`src/rtl/expr_pkg.sv`:
```
// Shared constants, state encoding and helper functions for the expression
// character generator.
package expr_pkg;

    localparam logic [7:0] CH_ZERO    = 8'h30;
    localparam logic [7:0] CH_PLUS    = 8'h2B;
    localparam logic [7:0] CH_STAR    = 8'h2A;
    localparam logic [7:0] CH_NONE    = 8'h00;

    localparam logic [7:0] LFSR_TAPS  = 8'hB8;
    localparam logic [7:0] LFSR_RESET = 8'h01;

    // 3-bit encoding keeps the width aligned with the recognizer's state field.
    typedef enum logic [2:0] {
        ST_IDLE  = 3'd0,
        ST_DIGIT = 3'd1,
        ST_OP    = 3'd2
    } expr_state_t;

    function automatic logic [7:0] lfsr_next(input logic [7:0] v);
        return {v[6:0], ^(v & LFSR_TAPS)};
    endfunction

    // Nibbles 10..15 fold back onto 0..5 so every LFSR value yields a digit.
    function automatic logic [7:0] digit_char(input logic [3:0] d);
        logic [3:0] folded;
        folded = (d >= 4'd10) ? d - 4'd10 : d;
        return CH_ZERO + {4'b0000, folded};
    endfunction

    function automatic logic [7:0] char_of(input expr_state_t st, input logic [7:0] v);
        logic [7:0] c;
        case (st)
            ST_DIGIT: c = digit_char(v[3:0]);
            ST_OP:    c = v[4] ? CH_STAR : CH_PLUS;
            default:  c = CH_NONE;
        endcase
        return c;
    endfunction

endpackage

```
`src/rtl/expr_gen_if.sv`:
```
// Character handshake between the expression generator and its consumer.
interface expr_gen_if;

    logic [7:0] out_char;
    logic       out_valid;
    logic       out_ready;

    modport master (
        output out_char,
        output out_valid,
        input  out_ready
    );

    modport slave (
        input  out_char,
        input  out_valid,
        output out_ready
    );

endinterface

```
`src/rtl/expr_lfsr8.sv`:
```
// 8-bit Fibonacci LFSR with synchronous seed load and per-transfer advance.
module expr_lfsr8
    import expr_pkg::*;
(
    input  logic       clk,
    input  logic       clr_n,
    input  logic       load,
    input  logic [7:0] load_value,
    input  logic       advance,
    output logic [7:0] value
);

    // An all-zero seed would lock the register, so it is replaced by 8'h01.
    always_ff @(posedge clk or negedge clr_n) begin
        if (!clr_n) begin
            value <= LFSR_RESET;
        end else if (load) begin
            value <= (load_value == 8'h00) ? LFSR_RESET : load_value;
        end else if (advance) begin
            value <= lfsr_next(value);
        end
    end

endmodule

```
`src/rtl/expr_gen.sv`:
```
// Emits a random expression digit (op digit)* one ASCII character per
// accepted transfer, driven by a seeded LFSR.
module expr_gen
    import expr_pkg::*;
(
    input  logic              clk,
    input  logic              clr_n,
    input  logic              start,
    input  logic [3:0]        num_terms,
    input  logic [7:0]        seed,
    expr_gen_if.master        chr,
    output logic              busy,
    output logic              done
);

    expr_state_t state;
    logic [3:0]  remaining;
    logic [7:0]  lfsr_value;
    logic        load;
    logic        xfer;

    assign load = (state == ST_IDLE) && start;
    assign xfer = chr.out_valid && chr.out_ready;

    expr_lfsr8 u_lfsr (
        .clk        (clk),
        .clr_n      (clr_n),
        .load       (load),
        .load_value (seed),
        .advance    (xfer),
        .value      (lfsr_value)
    );

    always_ff @(posedge clk or negedge clr_n) begin
        if (!clr_n) begin
            state     <= ST_IDLE;
            remaining <= 4'd0;
            done      <= 1'b0;
        end else begin
            done <= 1'b0;
            case (state)
                ST_IDLE: begin
                    if (start) begin
                        remaining <= (num_terms == 4'd0) ? 4'd1 : num_terms;
                        state     <= ST_DIGIT;
                    end
                end
                ST_DIGIT: begin
                    if (xfer) begin
                        if (remaining == 4'd1) begin
                            state <= ST_IDLE;
                            done  <= 1'b1;
                        end else begin
                            remaining <= remaining - 4'd1;
                            state     <= ST_OP;
                        end
                    end
                end
                ST_OP: begin
                    if (xfer) begin
                        state <= ST_DIGIT;
                    end
                end
                default: state <= ST_IDLE;
            endcase
        end
    end

    // Character and valid decode straight from registered state and LFSR.
    assign chr.out_valid = (state != ST_IDLE);
    assign chr.out_char  = char_of(state, lfsr_value);
    assign busy          = chr.out_valid;

endmodule

```
`src/flat_wrapper.sv`:
```
// flat-port wrapper written by rule: the top's interface ports become plain ports
module expr_gen_flat import expr_pkg::*;
  (clk, clr_n, start, num_terms, seed, busy, done, chr_out_char, chr_out_valid, chr_out_ready);
  expr_gen_if chr_i ();
  input  logic clk;
  input  logic clr_n;
  input  logic start;
  input  logic [3:0] num_terms;
  input  logic [7:0] seed;
  output logic busy;
  output logic done;
  output wire logic [$bits(chr_i.out_char)-1:0] chr_out_char;
  output wire logic [$bits(chr_i.out_valid)-1:0] chr_out_valid;
  input wire logic [$bits(chr_i.out_ready)-1:0] chr_out_ready;
  assign chr_out_char = chr_i.out_char;
  assign chr_out_valid = chr_i.out_valid;
  assign chr_i.out_ready = chr_out_ready;
  expr_gen u_core (.clk(clk), .clr_n(clr_n), .start(start), .num_terms(num_terms), .seed(seed), .chr(chr_i), .busy(busy), .done(done));
endmodule
```
`config.mk`:
```
export PLATFORM = sky130hd
export DESIGN_NAME = expr_gen_flat
export DESIGN_NICKNAME = d
export VERILOG_FILES = /design/src/rtl/expr_pkg.sv /design/src/rtl/expr_gen_if.sv /design/src/rtl/expr_lfsr8.sv /design/src/rtl/expr_gen.sv /design/src/flat_wrapper.sv
export SDC_FILE = /design/constraint.sdc
export NUM_CORES = 1
export LEC_CHECK = 0
export CAP_MARGIN = 30
export CELL_PAD_IN_SITES_DETAIL_PLACEMENT = 0
export CELL_PAD_IN_SITES_GLOBAL_PLACEMENT = 1
export CORE_AREA = 2 2 52 54
export CTS_CLUSTER_DIAMETER = 100
export DETAILED_ROUTE_END_ITERATION = 10
export DIE_AREA = 0 0 54 56
export DONT_BUFFER_PORTS = 1
export GPL_TIMING_DRIVEN = 0
export PLACE_DENSITY = 0.72
export SLEW_MARGIN = 30
export SYNTH_ARGS = -nofsm -noshare
export SYNTH_HDL_FRONTEND = slang
export SYNTH_SLANG_ARGS = --single-unit
```
`constraint.sdc`:
```
create_clock -name clk -period 2 [get_ports clk]
set_input_delay 0.2 -clock clk [delete_from_list [all_inputs] [get_ports clk]]
set_output_delay 0.2 -clock clk [all_outputs]
set_load 0.02 [all_outputs]
```
Word level (Yosys, flattened, before mapping) --
Cells that the tools add are included.
Storage, ports and cells: register bits 16, output and inout port bits 11, word-level logic and storage cells 45
Operators by class: add/sub/neg operators 3, magnitude comparators 1, equal/unequal tests 7, muxes and demuxes 19, reductions and logical operators 11
Operators with widths (number):
- $mux W8 | 3
- $mux W4 | 5
- $pmux W8 S2 | 1
- $mux W3 | 3
- $pmux W3 S3 | 1
- $logic_not A8 Y1 | 1
- $ne A2 B2 Y1 const B | 4
- $pmux W4 S2 | 1
- $reduce_xor A8 Y1 | 1
- $add A6 B4 Y7 const A | 1
- $eq A4 B1 Y1 const B | 1
- $ge A4 B4 Y1 const B | 1
- $logic_not A4 Y1 | 1
- $mux W1 | 4
- $reduce_and A4 Y1 | 1
- $reduce_bool A2 Y1 | 2
- $sub A4 B1 Y4 const B | 1
- $sub A4 B4 Y4 const B | 1
- $eq A3 B1 Y1 const B | 1
- $eq A3 B2 Y1 const B | 1
- $logic_not A3 Y1 | 1
- $reduce_and A3 Y1 | 1
- $reduce_bool A3 Y1 | 1
- $logic_and A1 B1 Y1 | 2
- $mux W2 | 1

Depth between registers and ports, before layout --
Gate-level depths: netlist of run 1.
depth in word-level cells 4, depth in mapped cells 6, depth with buffers taken out 6

Hierarchy --
A second synthesis of run 1 with hierarchy kept.
Unflattened totals: cell total of the unflattened synthesis 120, area, all modules 1069.8 um^2
By module, submodules not included:
- expr_gen | times used 1, cells an instance 79, area each 654.4 um^2, sequential area each 175.2 um^2
- expr_lfsr8 | times used 1, cells an instance 41, area each 415.4 um^2, sequential area each 201.4 um^2

Least setup slack after synthesis of run 1 --
Ideal clock, no wire load.
path kind register to output, start point reg u_core.state[1], end point out chr_out_char[2], arrival time 1722 ps, setup slack 78 ps, stages on the path, launching flop included 6, path buffers 1, path through dfrtp_1 -> inv_1 -> ha_1 -> clkbuf_1 -> nand2_1 -> a211oi_1
On the way: cells in the longest elaborated chain, start to end 2, elaborated cells on any way between the ends 3, those cells by class eq/ne (2); mux (1)
RTL lines:
- start: declaration | RTL line expr_gen.sv:16 | expr_state_t state;
- start signal: assignment | RTL line expr_gen.sv:36 | state <= ST_IDLE;
- start signal: assignment | RTL line expr_gen.sv:45 | state <= ST_DIGIT;
- start signal: assignment | RTL line expr_gen.sv:51 | state <= ST_IDLE;
- $eq A3 B2 Y1 or $eq A3 B1 Y1 (tied branches) | RTL line expr_pkg.sv:33 | case (st)
- $pmux W8 S2 * | RTL line expr_pkg.sv:33
- end: declaration | RTL line flat_wrapper.sv:12 | output wire logic [$bits(chr_i.out_char)-1:0] chr_out_char;
Every way passes the cells marked *; elsewhere a longest branch is shown, timed or not.

Worst setup path in the final report of run 1 --
Same ends and word-level chain as after synthesis.

==> results of run 1 <==
critical path: cells and delay by family (launching register included):
kind	cells	cell delay [ns]
AOI/OAI and AO/OA	1	0.29
adders and majority gates	1	0.21
buffers and inverters	2	0.35
DFF	1	0.42
and+or+nand+nor	1	0.10
layout by cell type, fill, tap and decap left out, drive strengths merged:
cell and count:
a22oi 1, o21bai 2, o22ai 1, a2111oi 1, clkinv 1, inv 9
dlygate4sd3 1, conb 2, nand2b 3, nand2 8, and2b 3, a211oi 7
ha 7, a21o 1, mux2i 8, nand4b 1, nand3b 1, nor2 3
buf 5, clkbuf 6, or4 2, or2 1, nor3 4, nand3 3
nor2b 5, dfstp 1, o211a 4, a31oi 1, o32ai 1, a311oi 1
xnor2 3, o21ai 4, a21oi 10, nor4 1, dfrtp 14
report_power, final:
part | internal (mW) | switching, mW | leakage (nW)
Clock | 0.0743 | 0.112 | 0.0177
Sequential | 0.463 | 0.156 | 0.176
Combinational | 0.555 | 0.755 | 0.370
through the flow:
stage               worst slack (ns)  hold WS, ns
finish                         0.155       0.0411
detailed placement            -0.191      -0.0952
global placement              -0.170      -0.0952
CTS                           0.0141       0.0397
floorplan                     0.0778      -0.0956
global route                  0.0523       0.0260
state kept, by name, summed over array words and instances, names as in the netlist:
signal	cells
u_core.state	2
u_core.done	1
u_core.u_lfsr.value	8
u_core.remaining	4
final cells by class:
cell class,instances,area share
tap,30,0.0312
clock buffer,3,0.0187
buffer,8,0.0395
inverter,9,0.0280
clock inverter,1,0.00415
sequential,15,0.313
multi-input combinational,89,0.558
timing repair buffer,1,0.00831
cells by family (layout without fill, tap and decap cells):
| group | count (synthesis) | in the layout | synth area share |
|---|---|---|---|
| AOI/OAI and AO/OA | 34 | 34 | 0.213 |
| xor gates and xnor gates | 3 | 3 | 0.0242 |
| adders and majority gates | 7 | 7 | 0.0805 |
| buffers and inverters | 17 | 22 | 0.0713 |
| DFF | 15 | 15 | 0.346 |
| muxes | 8 | 8 | 0.0737 |
| other | 1 | 2 | 0.00345 |
| and+or+nand+nor | 35 | 35 | 0.188 |
worst max-delay path by stage:
stage	startpoint	endpoint	depth (start not counted)
after global routing	u_core.state[1]	chr_out_char[2]	5
after CTS	u_core.state[1]	chr_out_char[1]	5
after floorplan	u_core.state[1]	chr_out_char[2]	5
final	u_core.state[1]	chr_out_char[2]	5
after global placement	u_core.state[1]	chr_out_char[2]	5
after detailed placement	u_core.state[1]	chr_out_char[2]	5
layer usage:
metal / track usage / share of wire / vias up / wire length [um]
met4: 0.0857 / 0.011 / 0 / 27
met2: 0.280 / 0.48 / 19 / 1180
met1: 0.256 / 0.48 / 436 / 1170
met5: 0 / 0 / - / 0
met3: 0.0269 / 0.033 / 2 / 82
li1: - / - / 440 / -
timing repair:
action,in CTS,in global routing
hold buffers,1,0
gates resized for setup,7,3
hold endpoints to repair,15,0
endpoints found under the setup margin,4,4
pin swaps,1,0
==> impl_results.md, run 1 <==
* Status: complete, no violations
* IO Pins at 27
* Hold EP: u_core.done
* Nets at 150
* Finished Core Util at 0.495
* Worst R2R End: u_core.remaining[3]
* GRT overflow at 0
* R2R depth at 5
* Reg-to-Reg Start: u_core.state[0]
* Cells along the critical path: inv_1, ha_4, clkbuf_4, nand2_1, a211oi_4
* Final period util at 0.922
* Seq/Total Area, Yosys at 0.346
* Count of pins over their slew limit at 0
* Pin count of the biggest net entering global routing at 16
* Pleak at ~0.56 nW
* Die Span X at approximately 54 um
* Die Area at 0.00302 mm2
* Placed cell areas at around 0.0011 mm2
* Synthesis-to-layout area growth at 10.8%
* Relative slew slack at 0.517
* Clock Sink Count at 15
* Setup TNS at 0 ns
* Pwr Total at roughly 2.1 mW
* Post-synthesis async set-or-reset flop share at 1.00
* Most frequent cells after synthesis: dfrtp_1, a21oi_1, inv_1
* Cells after Synth at 120
* Share of cells above drive strength 1 at 0.159
* Global Route Usage Sum at 0.186
* Reg-to-reg setup timing slack at ~0.25 ns
* Power Density at 1760 mW/mm2
* Number of flops mapped to enable cells by yosys at 0
* Post-synth top flop: dfrtp_1
* Number of fill cells at between 200 and 300
* Yosys reg bits at 15
* CTS clk-pin slew, worst paths at about 0.11 ns
* Routed Antenna Nets at 0
* RePlAce Congestion at approximately 0.71
* Vias post-DR at between 800 and 900
* DRC errors left at 0
* DR WL/cell at about 16 um
* Largest area contributor in the netlist: dfrtp_1
* Crit Path Class: reg -> out
* Post-CTS setup buffers at 0
* Clk root buf: clkbuf_4
* Initial drt markers at 16
* Worst hold path class: in -> reg
* CTS Buffer Depth at 2
* Global-route wire length before repair at ~4.2 mm
* Final Non-Filler Cells at between 150 and 200
* Vert. Die Dim at 56 um
* Hold Startpoint: chr_out_ready
* Final WL at between 2 and 2.5 mm
* Mapped cell area at about 0.0011 mm2
* Multi-input gate area at about 670 um2
* IO Port Bufs at 0
* Max incr delay on CP at between 0.4 and 0.5 ns
* CTS tree: done
* Inst Count DP at between 150 and 200
* Synth top area share at 0.322
* Synthesized area per cell at roughly 9.1 um2
* Synth unique cells at 37
* Setup violations, final at 0
* Area of the core at around 0.0024 mm2
* Final hold violations at 0
* Unrepaired setup endpoints after global routing: no
* TritonCTS Buffers at 3
* WP data arrival at around 1.6 ns
* Critical path launch point type: flop
* Syn. warnings at 0
* Vias in the first global route at ~930
* Core Rows at 18
* Worst clock skew at approximately 0.011 ns
* Fmax at 542 MHz
* Clock latency on the worst-skew pair at roughly 0.29 ns
* Register area at approximately 380 um2
* N_diodes at 0
* Peak supply drop at roughly 1100 uV
* Worst Hold Path Cells at 2
* Worst Tran Pin Value at between 0.7 and 0.8 ns
* Design area at between 0.001 and 0.0015 mm2
* Via density at ~5.8
* Worst path slowest cell: dfrtp_1
* Count leader, synth: dfrtp_1
* H-tree depth at 1
* Crit path required time at about 1.8 ns
* Post-DP HPWL at 1.84 mm
* Max cap viols at 0
* Ranking of synthesized cells by area: dfrtp_1, ha_1, mux2i_1
* Initial Util at 0.447
* TritonRoute pass-1 iters at 4
* Antenna violations before repair at 0
* Largest fanout on the critical path at 10
* Crit. End Element: primary output
* Min cycle time layout at about 1.8 ns
(Power assumes the default switching activity.)
==> inputs of run 2 (changes only) <==
- GPL_TIMING_DRIVEN: 0 -> 1
==> run 2 against run 1 <==
Global-route usage decreased by 0.86 points. Worst setup slack got worse by 0.077 ns. Clock skew decreased by 0.0070 ns. Combinational power about the same. Largest power group unchanged.
==> impl_results.md, run 2 (same netlist as run 1, synthesis figures left out) <==
* Relative slew slack at 0.506 (-0.0108)
* Pin count of the biggest net entering global routing at 17 (+1)
* Initial Util at 0.447 (unchanged)
* Worst Tran Pin Value at 0.738 ns (+0.0162 ns)
* Max reg flops at 8 (unchanged)
* Vias post-DR at 869 (-3.1%)
* Seq pwr share at 0.299 (+0.006)
* Crit path required time at 1.80 ns (about the same)
* Setup violations, final at 0 (unchanged)
* Peak supply drop at 1070 uV (-3.9%)
* Via density at 5.61 (-2.5%)
* Clk root buf: clkbuf_4
* Setup TNS at 0 ns (unchanged)
* Fmax at 520 MHz (-4.0%)
* IO Port Bufs at 0 (unchanged)
* Vert. Die Dim at 56 um (unchanged)
* Max incr delay on CP at 0.44 ns (+0.02 ns)
* IO Pins at 27 (unchanged)
* Final hold violations at 0 (unchanged)
* Area of the core at 0.00243 mm2 (unchanged)
* Antenna violations before repair at 0 (unchanged)
* Pleak at 0.566 nW (+0.55%)
* GRT overflow at 0 (unchanged)
* Cell internal pwr at 1.14 mW (+4.0%)
* Pwr Total at 2.14 mW (+1.3%)
* Most frequent cells in the layout: dfrtp_1, a21oi_1, inv_1
* Number of fill cells at 239 (-7.4%)
* Worst clock skew at 0.00412 ns (-0.00701 ns)
* Cells along the critical path: inv_1, ha_1, buf_4, nand2_1, a211oi_2, buf_4
* Min cycle time layout at 1.92 ns (+0.0767 ns)
* Clock Power Share at 0.085 (-0.003)
* Synthesis-to-layout area growth at 9.67%
* WP data arrival at 1.72 ns (+0.08 ns)
* Regs by FF count: u_core.u_lfsr.value x8, u_core.remaining x4, u_core.state x2
* Final WL at 2.45 mm (-0.61%)
* Clock Sink Count at 15 (unchanged)
* Worst path slowest cell: dfrtp_1
* Global-route wire length before repair at 4.00 mm (-5.5%)
* Finished Core Util at 0.490 (-0.00514)
* Share of cells above drive strength 1 at 0.136 (-0.0227)
* Worst hold path class: in -> reg
* CTS tree: done
* Vias in the first global route at 883 (-4.6%)
* Top reg by flops: u_core.u_lfsr.value
* Status: complete, no violations
* Commonest non-fill, non-tap cell in the layout: dfrtp_1
* Largest fanout on the critical path at 6 (-4)
* Die Span X at 54 um (unchanged)
* H-tree depth at 1 (unchanged)
* Core Rows at 18 (unchanged)
* Final Non-Filler Cells at 155 (-0.64%)
* Inst Count DP at 150 (-0.66%)
* RePlAce Congestion at 0.728 (+2.8%)
* Final period util at 0.961 (+0.0383)
* Multi-input gate area at 654 um2 (-2.6%)
* Logic pwr share at 0.615 (-0.004)
* Nets at 149 (-0.67%)
* Hold WS at 0.0400 ns (-0.00110 ns)
* Sw frac at 0.470 (-0.0135)
* CTS Buffer Depth at 2 (unchanged)
* Global Route Usage Sum at 0.177 (-0.00864)
* Top cell by count, worst path: buf_4
* N_diodes at 0 (unchanged)
* TritonRoute pass-1 iters at 4 (unchanged)
* Crit Path Class: reg -> out
* Count of pins over their slew limit at 0 (unchanged)
* Register area at 377 um2 (unchanged)
* DRC errors left at 0 (unchanged)
* Clock latency on the worst-skew pair at 0.29 ns (about the same)
* TritonCTS Buffers at 3 (unchanged)
* Crit. End Element: primary output
* CTS clk-pin slew, worst paths at 0.10 ns (about the same)
* Switching power at 1.01 mW (-1.5%)
* Die Area at 0.00302 mm2 (unchanged)
* DR WL/cell at 15.8 um (about the same)
* Max cap viols at 0 (unchanged)
* Initial drt markers at 10 (-6)
* Power Density at 1800 mW/mm2 (+2.4%)
* Critical path launch point type: flop
* Post-DP HPWL at 1.85 mm (+0.37%)
* Routed Antenna Nets at 0 (unchanged)
## run 2: per-layer routing
metal	wire (um)	global-route usage	part of all wire	vias to the layer above
met2	1150	0.263	0.47	19
met1	1180	0.247	0.48	410
met3	96	0.0323	0.039	2
met5	0	0	0	-
li1	-	-	-	438
met4	29	0.0750	0.012	0
## run 2: layout make-up
cell class,count,share of cell area
repair buffers,8,0.0525
clock inverters,1,0.00420
multi-input cells,89,0.549
flip-flops and latches,15,0.316
inverters,9,0.0283
clock buffers,3,0.0189
well taps,30,0.0315
## run 2: repair_timing
action	4_1_cts	5_1_grt
hold buffers	1	0
setup endpoints to repair	0	1
endpoints found under the hold margin	15	0
gates resized for setup	0	3
setup buffers	0	0
## run 2: final timing paths
check | start | endpoint | slack, ns | depth (start not counted)
hold reg to reg | u_core.u_lfsr.value[0] | u_core.u_lfsr.value[0] | 0.55 | 2
hold / removal | num_terms[2] | u_core.remaining[2] | 0.04 | 2
setup reg to reg | u_core.state[1] | u_core.remaining[3] | 0.28 | 5
max in group asynchronous | clr_n | u_core.u_lfsr.value[3] | 1.13 | 1
setup / recovery | u_core.state[1] | chr_out_char[2] | 0.08 | 6
min in group asynchronous | clr_n | u_core.remaining[0] | 0.40 | 1
## run 2: worst max-delay path: cells and delay by family (launching register included)
kind	cells	cell delay, ns
buffers and inverters	3	0.50
DFF	1	0.44
adders and majority gates	1	0.22
AOI/OAI and AO/OA	1	0.20
and+or+nand+nor	1	0.07
## run 2: through the flow
step	instance area, um2	worst slack [ns]
finish	1190	0.0785
floorplan	1090	0.0778
detailed placement	1140	0.297
global placement	1140	0.362
global route	1190	-0.000647
CTS	1170	0.0231
## run 2: power groups by stage
stage / sequential, mW / clock (mW) / combinational [mW]
floorplan: 0.575 / 0 / 1.02
global placement: 0.635 / 0 / 1.23
detailed placement: 0.641 / 0 / 1.26
CTS: 0.636 / 0.193 / 1.27
global route: 0.669 / 0.210 / 1.47
finish: 0.641 / 0.183 / 1.32
